### src/rtl/bus_uart_pkg.sv
// Shared definitions for the bus-attached UART: register offsets,
// STATUS bit positions and the transmitter state encoding.
package bus_uart_pkg;

    localparam logic [3:0] UART_DATA_OFS   = 4'h0;
    localparam logic [3:0] UART_STATUS_OFS = 4'h4;
    localparam logic [3:0] UART_DIV_OFS    = 4'h8;

    localparam int STAT_BUSY_BIT    = 0;
    localparam int STAT_FULL_BIT    = 1;
    localparam int STAT_EMPTY_BIT   = 2;
    localparam int STAT_OVERRUN_BIT = 3;
    localparam int STAT_LEVEL_LSB   = 8;

    typedef enum logic [2:0] {
        ST_IDLE,
        ST_START,
        ST_DATA,
        ST_PARITY,
        ST_STOP
    } uart_tx_state_t;

endpackage

### src/rtl/bus_uart_tx_if.sv
// Core load/store bus as seen by a memory-mapped slave. Reads are
// combinational; a non-selected slave drives zero so slaves can be OR-ed.
interface bus_uart_tx_if;

    logic [31:0] bus_address;
    logic [31:0] bus_write_data;
    logic        bus_write;
    logic        bus_read;
    logic [31:0] bus_read_data;

    modport master (
        output bus_address,
        output bus_write_data,
        output bus_write,
        output bus_read,
        input  bus_read_data
    );

    modport slave (
        input  bus_address,
        input  bus_write_data,
        input  bus_write,
        input  bus_read,
        output bus_read_data
    );

endinterface

### src/rtl/sync_fifo.sv
// Single-clock FIFO with occupancy count. Push when full and pop when
// empty are ignored. DEPTH must be a power of two so pointers wrap freely.
module sync_fifo #(
    parameter  int WIDTH = 8,
    parameter  int DEPTH = 4,
    localparam int AW    = $clog2(DEPTH),
    localparam int LW    = AW + 1
) (
    input  logic             clock,
    input  logic             reset_n,
    input  logic             push_i,
    input  logic             pop_i,
    input  logic [WIDTH-1:0] wdata_i,
    output logic [WIDTH-1:0] rdata_o,
    output logic             full_o,
    output logic             empty_o,
    output logic [LW-1:0]    level_o
);

    logic [WIDTH-1:0] mem_q [DEPTH];
    logic [AW-1:0]    wr_ptr_q;
    logic [AW-1:0]    rd_ptr_q;
    logic [LW-1:0]    level_q;
    logic             do_push;
    logic             do_pop;

    assign full_o  = (level_q == LW'(DEPTH));
    assign empty_o = (level_q == '0);
    assign level_o = level_q;
    assign rdata_o = mem_q[rd_ptr_q];
    assign do_push = push_i && !full_o;
    assign do_pop  = pop_i && !empty_o;

    // Storage array; contents are don't-care until written, so no reset.
    always_ff @(posedge clock) begin
        if (do_push) begin
            mem_q[wr_ptr_q] <= wdata_i;
        end
    end

    // Pointers and occupancy.
    always_ff @(posedge clock or negedge reset_n) begin
        if (!reset_n) begin
            wr_ptr_q <= '0;
            rd_ptr_q <= '0;
            level_q  <= '0;
        end else begin
            if (do_push) begin
                wr_ptr_q <= wr_ptr_q + AW'(1);
            end
            if (do_pop) begin
                rd_ptr_q <= rd_ptr_q + AW'(1);
            end
            level_q <= level_q + LW'(do_push) - LW'(do_pop);
        end
    end

endmodule

### src/rtl/bus_uart_tx.sv
// Memory-mapped UART transmitter: DATA/STATUS/DIVISOR registers, a TX FIFO
// and an 8N1 serialiser. Optional parity is enabled by defining
// BUS_UART_TX_PARITY_EN (adds a parity bit; DIVISOR[16] selects odd parity).
//
// state     | meaning
// ----------+-----------------------------------------------
// ST_IDLE   | line high, waiting for a byte in the FIFO
// ST_START  | start bit (line low)
// ST_DATA   | 8 data bits, LSB first
// ST_PARITY | parity bit (parity build only)
// ST_STOP   | stop bit (line high); chains into next frame
module bus_uart_tx
    import bus_uart_pkg::*;
#(
    parameter logic [31:0] BASE_ADDR       = 32'h1000_0000,
    parameter int          FIFO_DEPTH      = 4,
    parameter logic [15:0] DEFAULT_DIVISOR = 16'd868
) (
    input  logic          clock,
    input  logic          reset_n,
    bus_uart_tx_if.slave  bus,
    output logic          tx
);

    localparam int LW = $clog2(FIFO_DEPTH) + 1;

    uart_tx_state_t state_q, state_d;
    logic [15:0]    timer_q, timer_d;
    logic [2:0]     bit_cnt_q, bit_cnt_d;
    logic [7:0]     shift_q, shift_d;
    logic           overrun_q, overrun_d;
    logic [15:0]    divisor_q, divisor_d;
`ifdef BUS_UART_TX_PARITY_EN
    logic           par_q, par_d;
    logic           odd_q, odd_d;
`endif

    logic          sel;
    logic [3:0]    ofs;
    logic          wr_data;
    logic          wr_status;
    logic          wr_div;
    logic          fifo_push;
    logic          fifo_pop;
    logic          fifo_full;
    logic          fifo_empty;
    logic [LW-1:0] fifo_level;
    logic [7:0]    fifo_head;
    logic [15:0]   div_m1;
    logic          bit_done;
    logic [31:0]   status;
    logic          unused_ok;

    assign sel       = (bus.bus_address[31:4] == BASE_ADDR[31:4]);
    assign ofs       = bus.bus_address[3:0];
    assign wr_data   = bus.bus_write && sel && (ofs == UART_DATA_OFS);
    assign wr_status = bus.bus_write && sel && (ofs == UART_STATUS_OFS);
    assign wr_div    = bus.bus_write && sel && (ofs == UART_DIV_OFS);
    // Fullness is judged before any same-cycle pop, so a full FIFO drops the byte.
    assign fifo_push = wr_data && !fifo_full;
    assign div_m1    = divisor_q - 16'd1;
    assign bit_done  = (timer_q == 16'h0);
    assign unused_ok = ^bus.bus_write_data[31:16];

    sync_fifo #(
        .WIDTH (8),
        .DEPTH (FIFO_DEPTH)
    ) u_fifo (
        .clock   (clock),
        .reset_n (reset_n),
        .push_i  (fifo_push),
        .pop_i   (fifo_pop),
        .wdata_i (bus.bus_write_data[7:0]),
        .rdata_o (fifo_head),
        .full_o  (fifo_full),
        .empty_o (fifo_empty),
        .level_o (fifo_level)
    );

    // Register-side next state: sticky overrun (set beats clear) and divisor.
    always_comb begin
        overrun_d = overrun_q;
        divisor_d = divisor_q;
`ifdef BUS_UART_TX_PARITY_EN
        odd_d     = odd_q;
`endif
        if (wr_status && bus.bus_write_data[STAT_OVERRUN_BIT]) begin
            overrun_d = 1'b0;
        end
        if (wr_data && fifo_full) begin
            overrun_d = 1'b1;
        end
        if (wr_div) begin
            divisor_d = (bus.bus_write_data[15:0] == 16'h0) ? 16'h1 : bus.bus_write_data[15:0];
`ifdef BUS_UART_TX_PARITY_EN
            odd_d     = bus.bus_write_data[16];
`endif
        end
    end

    // Serialiser next state; every bit reloads the timer from the current divisor.
    always_comb begin
        state_d   = state_q;
        timer_d   = timer_q;
        bit_cnt_d = bit_cnt_q;
        shift_d   = shift_q;
        fifo_pop  = 1'b0;
`ifdef BUS_UART_TX_PARITY_EN
        par_d     = par_q;
`endif
        case (state_q)
            ST_IDLE: begin
                if (!fifo_empty) begin
                    fifo_pop = 1'b1;
                    state_d  = ST_START;
                    timer_d  = div_m1;
                    shift_d  = fifo_head;
`ifdef BUS_UART_TX_PARITY_EN
                    par_d    = ^fifo_head;
`endif
                end
            end
            ST_START: begin
                if (bit_done) begin
                    state_d   = ST_DATA;
                    timer_d   = div_m1;
                    bit_cnt_d = 3'd0;
                end else begin
                    timer_d = timer_q - 16'd1;
                end
            end
            ST_DATA: begin
                if (bit_done) begin
                    timer_d = div_m1;
                    shift_d = {1'b0, shift_q[7:1]};
                    if (bit_cnt_q == 3'd7) begin
`ifdef BUS_UART_TX_PARITY_EN
                        state_d = ST_PARITY;
`else
                        state_d = ST_STOP;
`endif
                    end else begin
                        bit_cnt_d = bit_cnt_q + 3'd1;
                    end
                end else begin
                    timer_d = timer_q - 16'd1;
                end
            end
`ifdef BUS_UART_TX_PARITY_EN
            ST_PARITY: begin
                if (bit_done) begin
                    state_d = ST_STOP;
                    timer_d = div_m1;
                end else begin
                    timer_d = timer_q - 16'd1;
                end
            end
`endif
            ST_STOP: begin
                if (bit_done) begin
                    if (!fifo_empty) begin
                        fifo_pop = 1'b1;
                        state_d  = ST_START;
                        timer_d  = div_m1;
                        shift_d  = fifo_head;
`ifdef BUS_UART_TX_PARITY_EN
                        par_d    = ^fifo_head;
`endif
                    end else begin
                        state_d = ST_IDLE;
                    end
                end else begin
                    timer_d = timer_q - 16'd1;
                end
            end
            default: begin
                state_d = ST_IDLE;
            end
        endcase
    end

    // State registers; reset aborts any frame in flight.
    always_ff @(posedge clock or negedge reset_n) begin
        if (!reset_n) begin
            state_q   <= ST_IDLE;
            timer_q   <= 16'h0;
            bit_cnt_q <= 3'd0;
            shift_q   <= 8'h0;
            overrun_q <= 1'b0;
            divisor_q <= DEFAULT_DIVISOR;
`ifdef BUS_UART_TX_PARITY_EN
            par_q     <= 1'b0;
            odd_q     <= 1'b0;
`endif
        end else begin
            state_q   <= state_d;
            timer_q   <= timer_d;
            bit_cnt_q <= bit_cnt_d;
            shift_q   <= shift_d;
            overrun_q <= overrun_d;
            divisor_q <= divisor_d;
`ifdef BUS_UART_TX_PARITY_EN
            par_q     <= par_d;
            odd_q     <= odd_d;
`endif
        end
    end

    // Line level decoded from state so reset forces the idle level at once.
    always_comb begin
        tx = 1'b1;
        case (state_q)
            ST_START:  tx = 1'b0;
            ST_DATA:   tx = shift_q[0];
`ifdef BUS_UART_TX_PARITY_EN
            ST_PARITY: tx = par_q ^ odd_q;
`endif
            default:   tx = 1'b1;
        endcase
    end

    // STATUS word assembly.
    always_comb begin
        status                          = 32'h0;
        status[STAT_BUSY_BIT]           = (state_q != ST_IDLE);
        status[STAT_FULL_BIT]           = fifo_full;
        status[STAT_EMPTY_BIT]          = fifo_empty;
        status[STAT_OVERRUN_BIT]        = overrun_q;
        status[STAT_LEVEL_LSB +: 8]     = 8'(fifo_level);
    end

    // Combinational read mux; zero when not addressed so slaves can be OR-ed.
    always_comb begin
        bus.bus_read_data = 32'h0;
        if (bus.bus_read && sel) begin
            case (ofs)
                UART_STATUS_OFS: bus.bus_read_data = status;
`ifdef BUS_UART_TX_PARITY_EN
                UART_DIV_OFS:    bus.bus_read_data = {15'h0, odd_q, divisor_q};
`else
                UART_DIV_OFS:    bus.bus_read_data = {16'h0, divisor_q};
`endif
                default:         bus.bus_read_data = 32'h0;
            endcase
        end
    end

endmodule

### src/flat_wrapper.sv
// flat-port wrapper written by rule: the top's interface ports become plain ports
module bus_uart_tx_flat import bus_uart_pkg::*;
#(
    parameter logic [31:0] BASE_ADDR       = 32'h1000_0000,
    parameter int          FIFO_DEPTH      = 4,
    parameter logic [15:0] DEFAULT_DIVISOR = 16'd868
)
  (clock, reset_n, tx, bus_bus_address, bus_bus_write_data, bus_bus_write, bus_bus_read, bus_bus_read_data);
  bus_uart_tx_if bus_i ();
  input  logic clock;
  input  logic reset_n;
  output logic tx;
  input wire logic [$bits(bus_i.bus_address)-1:0] bus_bus_address;
  input wire logic [$bits(bus_i.bus_write_data)-1:0] bus_bus_write_data;
  input wire logic [$bits(bus_i.bus_write)-1:0] bus_bus_write;
  input wire logic [$bits(bus_i.bus_read)-1:0] bus_bus_read;
  output wire logic [$bits(bus_i.bus_read_data)-1:0] bus_bus_read_data;
  assign bus_i.bus_address = bus_bus_address;
  assign bus_i.bus_write_data = bus_bus_write_data;
  assign bus_i.bus_write = bus_bus_write;
  assign bus_i.bus_read = bus_bus_read;
  assign bus_bus_read_data = bus_i.bus_read_data;
  bus_uart_tx #(.BASE_ADDR(BASE_ADDR), .FIFO_DEPTH(FIFO_DEPTH), .DEFAULT_DIVISOR(DEFAULT_DIVISOR)) u_core (.clock(clock), .reset_n(reset_n), .bus(bus_i), .tx(tx));
endmodule
### config.mk
export PLATFORM = sky130hd
export DESIGN_NAME = bus_uart_tx_flat
export DESIGN_NICKNAME = d
export VERILOG_FILES = /design/src/rtl/bus_uart_pkg.sv /design/src/rtl/bus_uart_tx_if.sv /design/src/rtl/sync_fifo.sv /design/src/rtl/bus_uart_tx.sv /design/src/flat_wrapper.sv
export SDC_FILE = /design/constraint.sdc
export NUM_CORES = 1
export LEC_CHECK = 0
export CORE_UTILIZATION = 57
export CTS_CLUSTER_SIZE = 28
export DETAILED_ROUTE_END_ITERATION = 10
export PLACE_DENSITY_LB_ADDON = 0.15
export SYNTH_ARGS = -nofsm -noshare
export SYNTH_HDL_FRONTEND = slang
export SYNTH_SLANG_ARGS = --single-unit
### constraint.sdc
create_clock -name clock -period 9.3 [get_ports clock]
set_input_delay 2.79 -clock clock [delete_from_list [all_inputs] [get_ports clock]]
set_output_delay 2.79 -clock clock [all_outputs]
set_load 0.02 [all_outputs]
# ---- Yosys cells after proc, flatten, opt, wreduce, memory -nomap -nowiden
# Memories as Yosys holds them, arrays and structs flattened.
# Index checks and enable logic that the tools add are counted.
dict set report classes {
  addsub 7
  n_mul 0
  n_div 0
  order_cmp 0
  eq_ne 14
  shift 0
  mux 30
  bitwise 0
  n_reduce_logical 26
}
# cell n
set op_table {}
lappend op_table {{$mux 16} 4}
lappend op_table {{$pmux 16 s3} 1}
lappend op_table {{$logic_not 16->1} 2}
lappend op_table {{$mux 32} 1}
lappend op_table {{$pmux 16 s2} 1}
lappend op_table {{$sub 16x1->16 const B} 2}
lappend op_table {{$eq 28x25->1 const B} 1}
lappend op_table {{$mux 3} 8}
lappend op_table {{$mux 8} 3}
lappend op_table {{$pmux 8 s3} 1}
lappend op_table {{$pmux 3 s4} 1}
lappend op_table {{$logic_and 1x1->1} 10}
lappend op_table {{$eq 3x3->1 const B} 3}
lappend op_table {{$reduce_bool 3->1} 3}
lappend op_table {{$ne 2x1->1 const B} 4}
lappend op_table {{$mux 1} 7}
lappend op_table {{$logic_not 3->1} 2}
lappend op_table {{$pmux 3 s2} 1}
lappend op_table {{$reduce_and 5->1} 1}
lappend op_table {{$add 2x1->2 const B} 2}
lappend op_table {{$eq 4x3->1 const B} 1}
lappend op_table {{$eq 4x4->1 const B} 1}
lappend op_table {{$logic_not 4->1} 1}
lappend op_table {{$ne 2x2->1 const B} 2}
lappend op_table {{other kinds (11)} 14}
dict set report totals {
  register_bits 54
  latch_bits 0
  mem_bits_rw 32
  romBits 0
  input_bits 68
  output_inout_bits 33
  n_memories 1
}
# memory depth width rd rd_ports_with_merged_regs wr line
set mem_list {}
lappend mem_list {u_core.u_fifo.mem_q 4 8 1 0 1 sync_fifo.sv:20} ;# logic [WIDTH-1:0] mem_q [DEPTH];

# ---- Logic depth before layout (Yosys ltp)
# Gate-level depths: netlist of the first run.
dict set report logic_depth {
  depth_word 7
  ltp_mapped 12
}

# ---- Hierarchy
# From an unflattened synthesis of the first run, not the netlist that was laid out.
dict set report unflattened {
  hier_cells 508
  area_unflattened_um2 5220.0
}
# mod instances cells_per_inst area_per_inst_um2 seq_area_each_um2
set modules_own_cells {}
lappend modules_own_cells {bus_uart_tx 1 425 3597.2 1182.4}
lappend modules_own_cells {sync_fifo 1 83 1622.8 1136.1}

# ---- Worst setup path after synthesis of the first run
# No wires, ideal clock.
dict set report synth_path {
  kind {input -> output}
  from {input bus_bus_address[1]}
  to {output bus_bus_read_data[1]}
  arrival_ps 4079
  t_required_ps 6510
  slack_ps 2431
  cell_stages 3
  path_buffers 0
  cell_sequence {nor4b_1 a32oi_1 nor2_1}
}
dict set report synth_via {
  elab_chain_cells 3
  word_cells_on_any_way 4
}
# item line
set synth_rtl {}
lappend synth_rtl {{start: declaration} flat_wrapper.sv:13} ;# input wire logic [$bits(bus_i.bus_address)-1:0] bus_bus_address;
lappend synth_rtl {{$eq 4x4->1 / $eq 4x3->1 (equally long branches)} bus_uart_tx.sv:236} ;# case (ofs)
lappend synth_rtl {{$pmux 16 s2 *} bus_uart_tx.sv:236}
lappend synth_rtl {{$mux 32 *} bus_uart_tx.sv:235} ;# if (bus.bus_read && sel) begin
lappend synth_rtl {{end: declaration} flat_wrapper.sv:17} ;# output wire logic [$bits(bus_i.bus_read_data)-1:0] bus_bus_read_data;
# Every way passes the cells marked *; elsewhere a longest branch is shown, timed or not.

# ---- Final worst setup path of the first run
dict set report layout_path {
  from {input bus_bus_address[27]}
  to {output bus_bus_read_data[5]}
}
dict set report layout_via {
  elab_chain_cells 3
}
# item line
set layout_rtl {}
lappend layout_rtl {{$eq 28x25->1} bus_uart_tx.sv:54} ;# assign sel = (bus.bus_address[31:4] == BASE_ADDR[31:4]);
lappend layout_rtl {{$logic_and 1x1->1} bus_uart_tx.sv:235}
lappend layout_rtl {{$mux 32} bus_uart_tx.sv:235}
# Every way passes these cells.

==> metrics.log, run 1 <==
[metrics] Detailed Routing Iterations Pass 1: 7
[metrics] post-route setup TNS: 0 ns
[metrics] max capacitance violation total: 0
[metrics] global-route wire length before repair: 21.5 mm
[metrics] routed len/inst: 19.2 um
[metrics] Avg Cell Area, Syn: 9.98 sq um
[metrics] number of filler instances in the final layout: 650
[metrics] run status: finished, final reports clean
[metrics] Overall Power: 0.910 mW
[metrics] DR DRC count: 0
[metrics] CORE AREA: 8720 sq um
[metrics] diodes inserted: 0
[metrics] Post-Synthesis Cells: 515
[metrics] worst slew slack as a fraction of its limit: 41.8%
[metrics] detail-routed via count per cell: 6.30
[metrics] post-CTS resize count: 0
[metrics] final layout net count: 650
[metrics] Hold Crit Class: reg -> reg
[metrics] reported leakage power: 2.44 nW
[metrics] Final Skew: 0.0163 ns
[metrics] number of nets with antenna violations after routing: 0
[metrics] most used flip-flop cell after synthesis: sky130_fd_sc_hd__dfrtp_1
[metrics] routing usage on met3: 6.07%
[metrics] buffers inserted by post-CTS timing repair: 0
[metrics] final instance area: 6020 sq um
[metrics] dpl hpwl: 9.42 mm
[metrics] final period utilization: 87.0%
[metrics] cell-by-cell trace of the critical path: clkdlybuf4s50_1 > nor4b_1 > nand3_1 > nor2_1 > nand2_1 > nor2_1 > and2_1 > clkdlybuf4s50_1
[metrics] power per standard cell area: 151 nW/um^2
[metrics] antenna violations before repair: 0
[metrics] final hold violations: 0
[metrics] Clk Tree Root Cell: sky130_fd_sc_hd__clkbuf_8
[metrics] violation count after the first detailed-routing iteration: 383
[metrics] Initial Utilization: 58.9%
[metrics] total via count after detailed routing: 4308
[metrics] Slowest cell on crit path: sky130_fd_sc_hd__clkdlybuf4s50_1
[metrics] total die area: 9400 sq um
[metrics] I/O Pins: 101
[metrics] clock buffers created by TritonCTS: 9
[metrics] worst voltage drop across the vdd grid: 136 uV
[metrics] unrepaired setup endpoints after global routing: no
[metrics] die height: 97.0 um
[metrics] data required time at the worst endpoint: 6.51 ns
[metrics] type of the setup path with the least slack: in -> out
[metrics] number of flops mapped to enable cells by yosys: 32
[metrics] met2 Track Usage GR: 45.8%
[metrics] TritonCTS clock tree: yes
[metrics] share of layout cells above drive strength 1: 9.72%
[metrics] fraction of registers with async set or reset after synthesis: 62.8%
[metrics] sequential standard cell area: 2320 sq um
[metrics] upper clock frequency limit: 124 MHz
[metrics] most used routing layer in global routing: met2
[metrics] endpoint class of the critical path: primary output
[metrics] vias in the first global route: 4186
[metrics] Clock Sink Count: 86
[metrics] critical path launch point type: input port
[metrics] Chip Width: 97.0 um
[metrics] Port Buf Inserts: 68
[metrics] routability congestion estimate: 0.936
[metrics] number of distinct library cells after synthesis: 72
[metrics] crit-path max FO: 9
[metrics] Setup Viol. Count Final: 0
[metrics] portion of the post-synthesis area used by sequential elements: 45.1%
[metrics] number of buffers on the longest clock path: 2
[metrics] number of cells after detailed placement: 668
[metrics] Arrival @ worst endpoint: 5.30 ns
[metrics] combined area of the multi-input logic cells: 2580 sq um
[metrics] GR Layer Usage met1: 40.1%
[metrics] total length of routed wires: 13.1 mm
[metrics] clock latency on the worst-skew pair: 0.37 ns
[metrics] non-filler instance count after layout: 684
[metrics] area of placed instances: 5820 sq um
[metrics] synthesis-to-layout area growth: 17.2%
[metrics] Syn Std Cell Area: 5140 sq um
[metrics] Layout Utilization: 69.1%
[metrics] Hold Buf Count CTS: 0
[metrics] maximum number of pins on one net before global-route repair: 55
[metrics] largest stage delay on the critical path: 0.62 ns
[metrics] total track usage: 29.2%
[metrics] clock transition at the register clock pins on the worst setup and hold paths after CTS: 0.11 ns
[metrics] CTS H-tree depth: 3
[metrics] final max-slew violation count: 0
[metrics] synthesis-stage register bit count: 86
[metrics] total overflow reported by the global router: 0
[metrics] Period minus WS final: 8.09 ns
[metrics] total number of placement rows: 34
[metrics] transition at the pin with the smallest max-transition slack: 0.866 ns
[metrics] Ys Warns: 0
state kept, by name (all words and copies together), names as in the netlist:
| name | count |
|---|---|
| u_core.u_fifo.rd_ptr_q | 2 |
| u_core.divisor_q | 16 |
| u_core.u_fifo.mem_q | 32 |
| u_core.overrun_q | 1 |
| u_core.bit_cnt_q | 3 |
| u_core.shift_q | 8 |
| u_core.u_fifo.wr_ptr_q | 2 |
| u_core.timer_q | 16 |
| u_core.u_fifo.level_o | 3 |
| u_core.state_q | 3 |
power by group:
part           switching, mW  internal (mW)
registers            0.00656          0.404
logic                  0.134         0.0982
clock network          0.160          0.106
total                  0.301          0.608
critical path: cells and delay by family:
family                 cells  cell delay [ns]
buffers and inverters      2             1.03
and+or+nand+nor            6             1.49
path summary, 6_finish.rpt:
check	startpoint	to	slack, ns	cells past startpoint
worst max-delay path	bus_bus_address[27]	bus_bus_read_data[5]	1.21	8
worst min-delay path	u_core.bit_cnt_q[2]	u_core.bit_cnt_q[2]	0.51	2
worst max register to register	u_core.timer_q[0]	u_core.u_fifo.level_o[2]	5.22	12
worst min register to register	u_core.bit_cnt_q[2]	u_core.bit_cnt_q[2]	0.51	2
max in group asynchronous	reset_n	u_core.divisor_q[7]	6.25	2
min in group asynchronous	reset_n	u_core.bit_cnt_q[2]	2.56	2
final cells by class:
class	count	share of cell area (%)
Multi-Input combinational cell	384	42.8
Sequential cell	86	38.5
Timing Repair Buffer	76	12.2
Tap cell	108	2.24
Clock buffer	9	2.06
Clock inverter	7	1.29
Inverter	14	0.873
metrics by stage:
| step | worst slack (ns) | hold WS [ns] |
|---|---|---|
| after CTS | 1.22 | 0.516 |
| after global routing | 0.982 | 0.567 |
| after detailed placement | 1.23 | 0.484 |
| after floorplan | 2.43 | 0.453 |
| after global placement | 1.25 | 0.471 |
| final | 1.21 | 0.512 |
cells in the final DEF, fill, tap and decap left out, drive strengths merged, types with 10 or more instances in the layout:
master          n
mux2           17
xnor2          12
dfrtp          49
a31oi          13
nand3          15
edfxtp         32
ha             10
nor3           14
a21oi          21
and2           16
nor2           50
o21ai          28
or3            10
nand2          41
nor4           18
conb           16
inv            17
clkdlybuf4s50  67
cell usage after synthesis (13+ instances only):
master / count / area [sq um]
sky130_fd_sc_hd__buf_4: 17 / 128
sky130_fd_sc_hd__edfxtp_1: 32 / 961
sky130_fd_sc_hd__nor4_1: 16 / 100
sky130_fd_sc_hd__o21ai_0: 13 / 65.1
sky130_fd_sc_hd__o21ai_1: 15 / 75.1
sky130_fd_sc_hd__nand2_1: 41 / 154
sky130_fd_sc_hd__nand3_1: 15 / 75.1
sky130_fd_sc_hd__inv_1: 14 / 52.6
sky130_fd_sc_hd__dfrtp_1: 49 / 1230
sky130_fd_sc_hd__nor2_1: 49 / 184
sky130_fd_sc_hd__a31oi_1: 13 / 81.3
sky130_fd_sc_hd__nor3_1: 13 / 65.1
sky130_fd_sc_hd__a21oi_1: 19 / 95.1
sky130_fd_sc_hd__and2_1: 15 / 93.8
sky130_fd_sc_hd__clkbuf_1: 25 / 93.8
cell families (layout without fill, tap and decap cells):
| family | count (synthesis) | count (layout) | synth area share (%) |
|---|---|---|---|
| simple gates | 200 | 200 | 20.9 |
| compound gates | 113 | 113 | 14.6 |
| flops | 86 | 86 | 45.1 |
| buf+inv | 60 | 106 | 5.79 |
| mux | 28 | 28 | 7.82 |
| xor+xnor | 16 | 16 | 2.87 |
| fa+ha+maj | 11 | 11 | 2.82 |
| other cells | 1 | 16 | 0.0730 |
layer usage:
metal	wire length [um]	share of wire, %
met4	255	1.9
met3	993	7.6
met2	6210	47
met5	0	0
met1	5670	43
Note: power is estimated with default switching activity, not from simulation.
==> run 2, diff against run 1 <==
REMOVE_ABC_BUFFERS = 1   (was not set)
==> metrics.log, run 2 (synthesized netlist as in run 1, its figures left out) <==
[metrics] run status: finished, final reports clean
[metrics] post-route setup TNS: 0 ns
[metrics] total die area: 9400 sq um
[metrics] clock buffers created by TritonCTS: 9
[metrics] Detailed Routing Iterations Pass 1: 5
[metrics] cell-by-cell trace of the critical path: clkdlybuf4s50_1 > nor4_1 > nand4_1 > nor2_1 > nand2_1 > nor2_1 > and2_1 > clkdlybuf4s50_1
[metrics] max capacitance violation total: 0
[metrics] transition at the pin with the smallest max-transition slack: 1.05 ns
[metrics] number of nets with antenna violations after routing: 0
[metrics] final max-slew violation count: 0
[metrics] number of buffers on the longest clock path: 2
[metrics] synthesis-to-layout area growth: 16.8%
[metrics] commonest non-fill, non-tap cells in the layout: 67 x sky130_fd_sc_hd__clkdlybuf4s50_1, 49 x sky130_fd_sc_hd__nor2_1, 49 x sky130_fd_sc_hd__dfrtp_1
[metrics] maximum number of pins on one net before global-route repair: 55
[metrics] final layout net count: 649
[metrics] Slowest cell on crit path: sky130_fd_sc_hd__clkdlybuf4s50_1
[metrics] buffers plus inverters on the worst setup path: 2
[metrics] vias in the first global route: 4329
[metrics] endpoint class of the critical path: primary output
[metrics] reported leakage power: 2.44 nW
[metrics] crit-path max FO: 9
[metrics] worst voltage drop across the vdd grid: 101 uV
[metrics] worst slew slack as a fraction of its limit: 29.6%
[metrics] number of filler instances in the final layout: 675
[metrics] CORE AREA: 8720 sq um
[metrics] Hold Buf Count CTS: 0
[metrics] Largest Register: u_core.u_fifo.mem_q
[metrics] commonest non-fill, non-tap cell in the layout: sky130_fd_sc_hd__clkdlybuf4s50_1
[metrics] Setup WS post-layout: 1.13 ns
[metrics] dpl hpwl: 9.35 mm
[metrics] diodes inserted: 0
[metrics] total length of routed wires: 12.8 mm
[metrics] Period minus WS final: 8.17 ns
[metrics] violation count after the first detailed-routing iteration: 291
[metrics] routability congestion estimate: 0.947
[metrics] power per standard cell area: 150 nW/um^2
[metrics] critical path launch point type: input port
[metrics] type of the setup path with the least slack: in -> out
[metrics] unrepaired setup endpoints after global routing: no
[metrics] total track usage: 28.4%
[metrics] share of layout cells above drive strength 1: 9.57%
[metrics] detail-routed via count per cell: 6.35
[metrics] I/O Pins: 101
[metrics] antenna violations before repair: 0
[metrics] final hold violations: 0
[metrics] max FFs per register: 32
[metrics] data required time at the worst endpoint: 6.51 ns
[metrics] Clock Sink Count: 86
[metrics] Final Skew: 0.0142 ns
[metrics] total via count after detailed routing: 4336
[metrics] Hold Crit Class: reg -> reg
[metrics] buffers inserted by post-CTS timing repair: 0
[metrics] global-route wire length before repair: 21.1 mm
[metrics] routed len/inst: 18.8 um
[metrics] Setup Viol. Count Final: 0
[metrics] largest stage delay on the critical path: 0.65 ns
[metrics] TritonCTS clock tree: yes
[metrics] total number of placement rows: 34
[metrics] Chip Width: 97.0 um
[metrics] Initial Utilization: 58.9%
[metrics] CTS H-tree depth: 3
[metrics] DP Worst Slack: 1.10 ns
[metrics] DR DRC count: 0
[metrics] clock transition at the register clock pins on the worst setup and hold paths after CTS: 0.10 ns
[metrics] kind of cell adding the most delay to the critical path: simple AND/OR/NAND/NOR gates
[metrics] clock latency on the worst-skew pair: 0.36 ns
[metrics] post-CTS resize count: 0
[metrics] die height: 97.0 um
[metrics] Clk Tree Root Cell: sky130_fd_sc_hd__clkbuf_8
[metrics] upper clock frequency limit: 122 MHz
[metrics] Arrival @ worst endpoint: 5.38 ns
[metrics] Port Buf Inserts: 68
[metrics] final period utilization: 87.8%
[metrics] leading registers by flop count: u_core.u_fifo.mem_q x32, u_core.divisor_q x16, u_core.timer_q x16
[metrics] total overflow reported by the global router: 0
run 2: cell types whose count changed in the layout (fill, tap and decap cells not counted), sizes merged:
cell | before | now
buf | 9 | 8
inv | 17 | 19
clkinv | 3 | 1
run 2: area by class of cell:
cell class                      instances  area, sq um  area share (%)
Multi-Input combinational cell        384         2580            43.0
Sequential cell                        86         2320            38.6
Timing Repair Buffer                   75          728            12.1
Tap cell                              108          135            2.25
Clock buffer                            9          124            2.06
Clock inverter                          7         65.1            1.08
Inverter                               14         52.6           0.876
run 2: where the power goes:
group / internal (mW) / switching (mW)
Clock: 0.104 / 0.154
Combinational: 0.0981 / 0.136
Sequential: 0.404 / 0.00643
run 2: metal layers:
metal	track usage [%]	vias to the layer above	wire [um]
met2	46.3	243	6140
met1	36.8	2064	5300
met5	0	-	0
met4	11.1	0	253
li1	-	2003	-
met3	6.36	26	1150
run 2: worst register-to-register path, cell delays in order, from the launching register on:
cell and delay (ns):
sky130_fd_sc_hd__dfrtp_1 0.44, sky130_fd_sc_hd__inv_1 0.15, sky130_fd_sc_hd__ha_1 0.31, sky130_fd_sc_hd__nor4b_1 0.33, sky130_fd_sc_hd__nand4_1 0.52, sky130_fd_sc_hd__and2_1 0.40, sky130_fd_sc_hd__nor4_2 0.69, sky130_fd_sc_hd__ha_1 0.23
sky130_fd_sc_hd__inv_1 0.04, sky130_fd_sc_hd__ha_1 0.18, sky130_fd_sc_hd__fa_1 0.37, sky130_fd_sc_hd__xor2_1 0.19, sky130_fd_sc_hd__xnor2_1 0.13
run 2: path summary, 6_finish.rpt:
check / start / end / slack, ns / cells after the start
max in group asynchronous: reset_n / u_core.divisor_q[7] / 6.27 / 2
worst min-delay path: u_core.bit_cnt_q[2] / u_core.bit_cnt_q[2] / 0.50 / 2
worst max-delay path: bus_bus_address[13] / bus_bus_read_data[4] / 1.13 / 8
worst min register to register: u_core.bit_cnt_q[2] / u_core.bit_cnt_q[2] / 0.50 / 2
worst max register to register: u_core.timer_q[0] / u_core.u_fifo.level_o[2] / 5.22 / 12
min in group asynchronous: reset_n / u_core.shift_q[1] / 2.56 / 2
run 2: per-stage QoR:
stage                     util, %  total power [mW]  hold WS (ns)  area, sq um  instances
after floorplan                 -             0.573         0.453         4950        484
after global placement       66.7             0.642         0.469         5810        667
after detailed placement     66.7             0.650         0.479         5810        667
after CTS                    68.8             0.902         0.504         6000        683
after global routing         68.8             0.943         0.535         6000        683
final                        68.8             0.902         0.496         6000        683
==> run 3, diff against run 2 <==
CTS_CLUSTER_SIZE = 40   (was 28)
==> results of run 3 <==
Same layout as run 2: the final DEF is identical, and so are final timing and power.
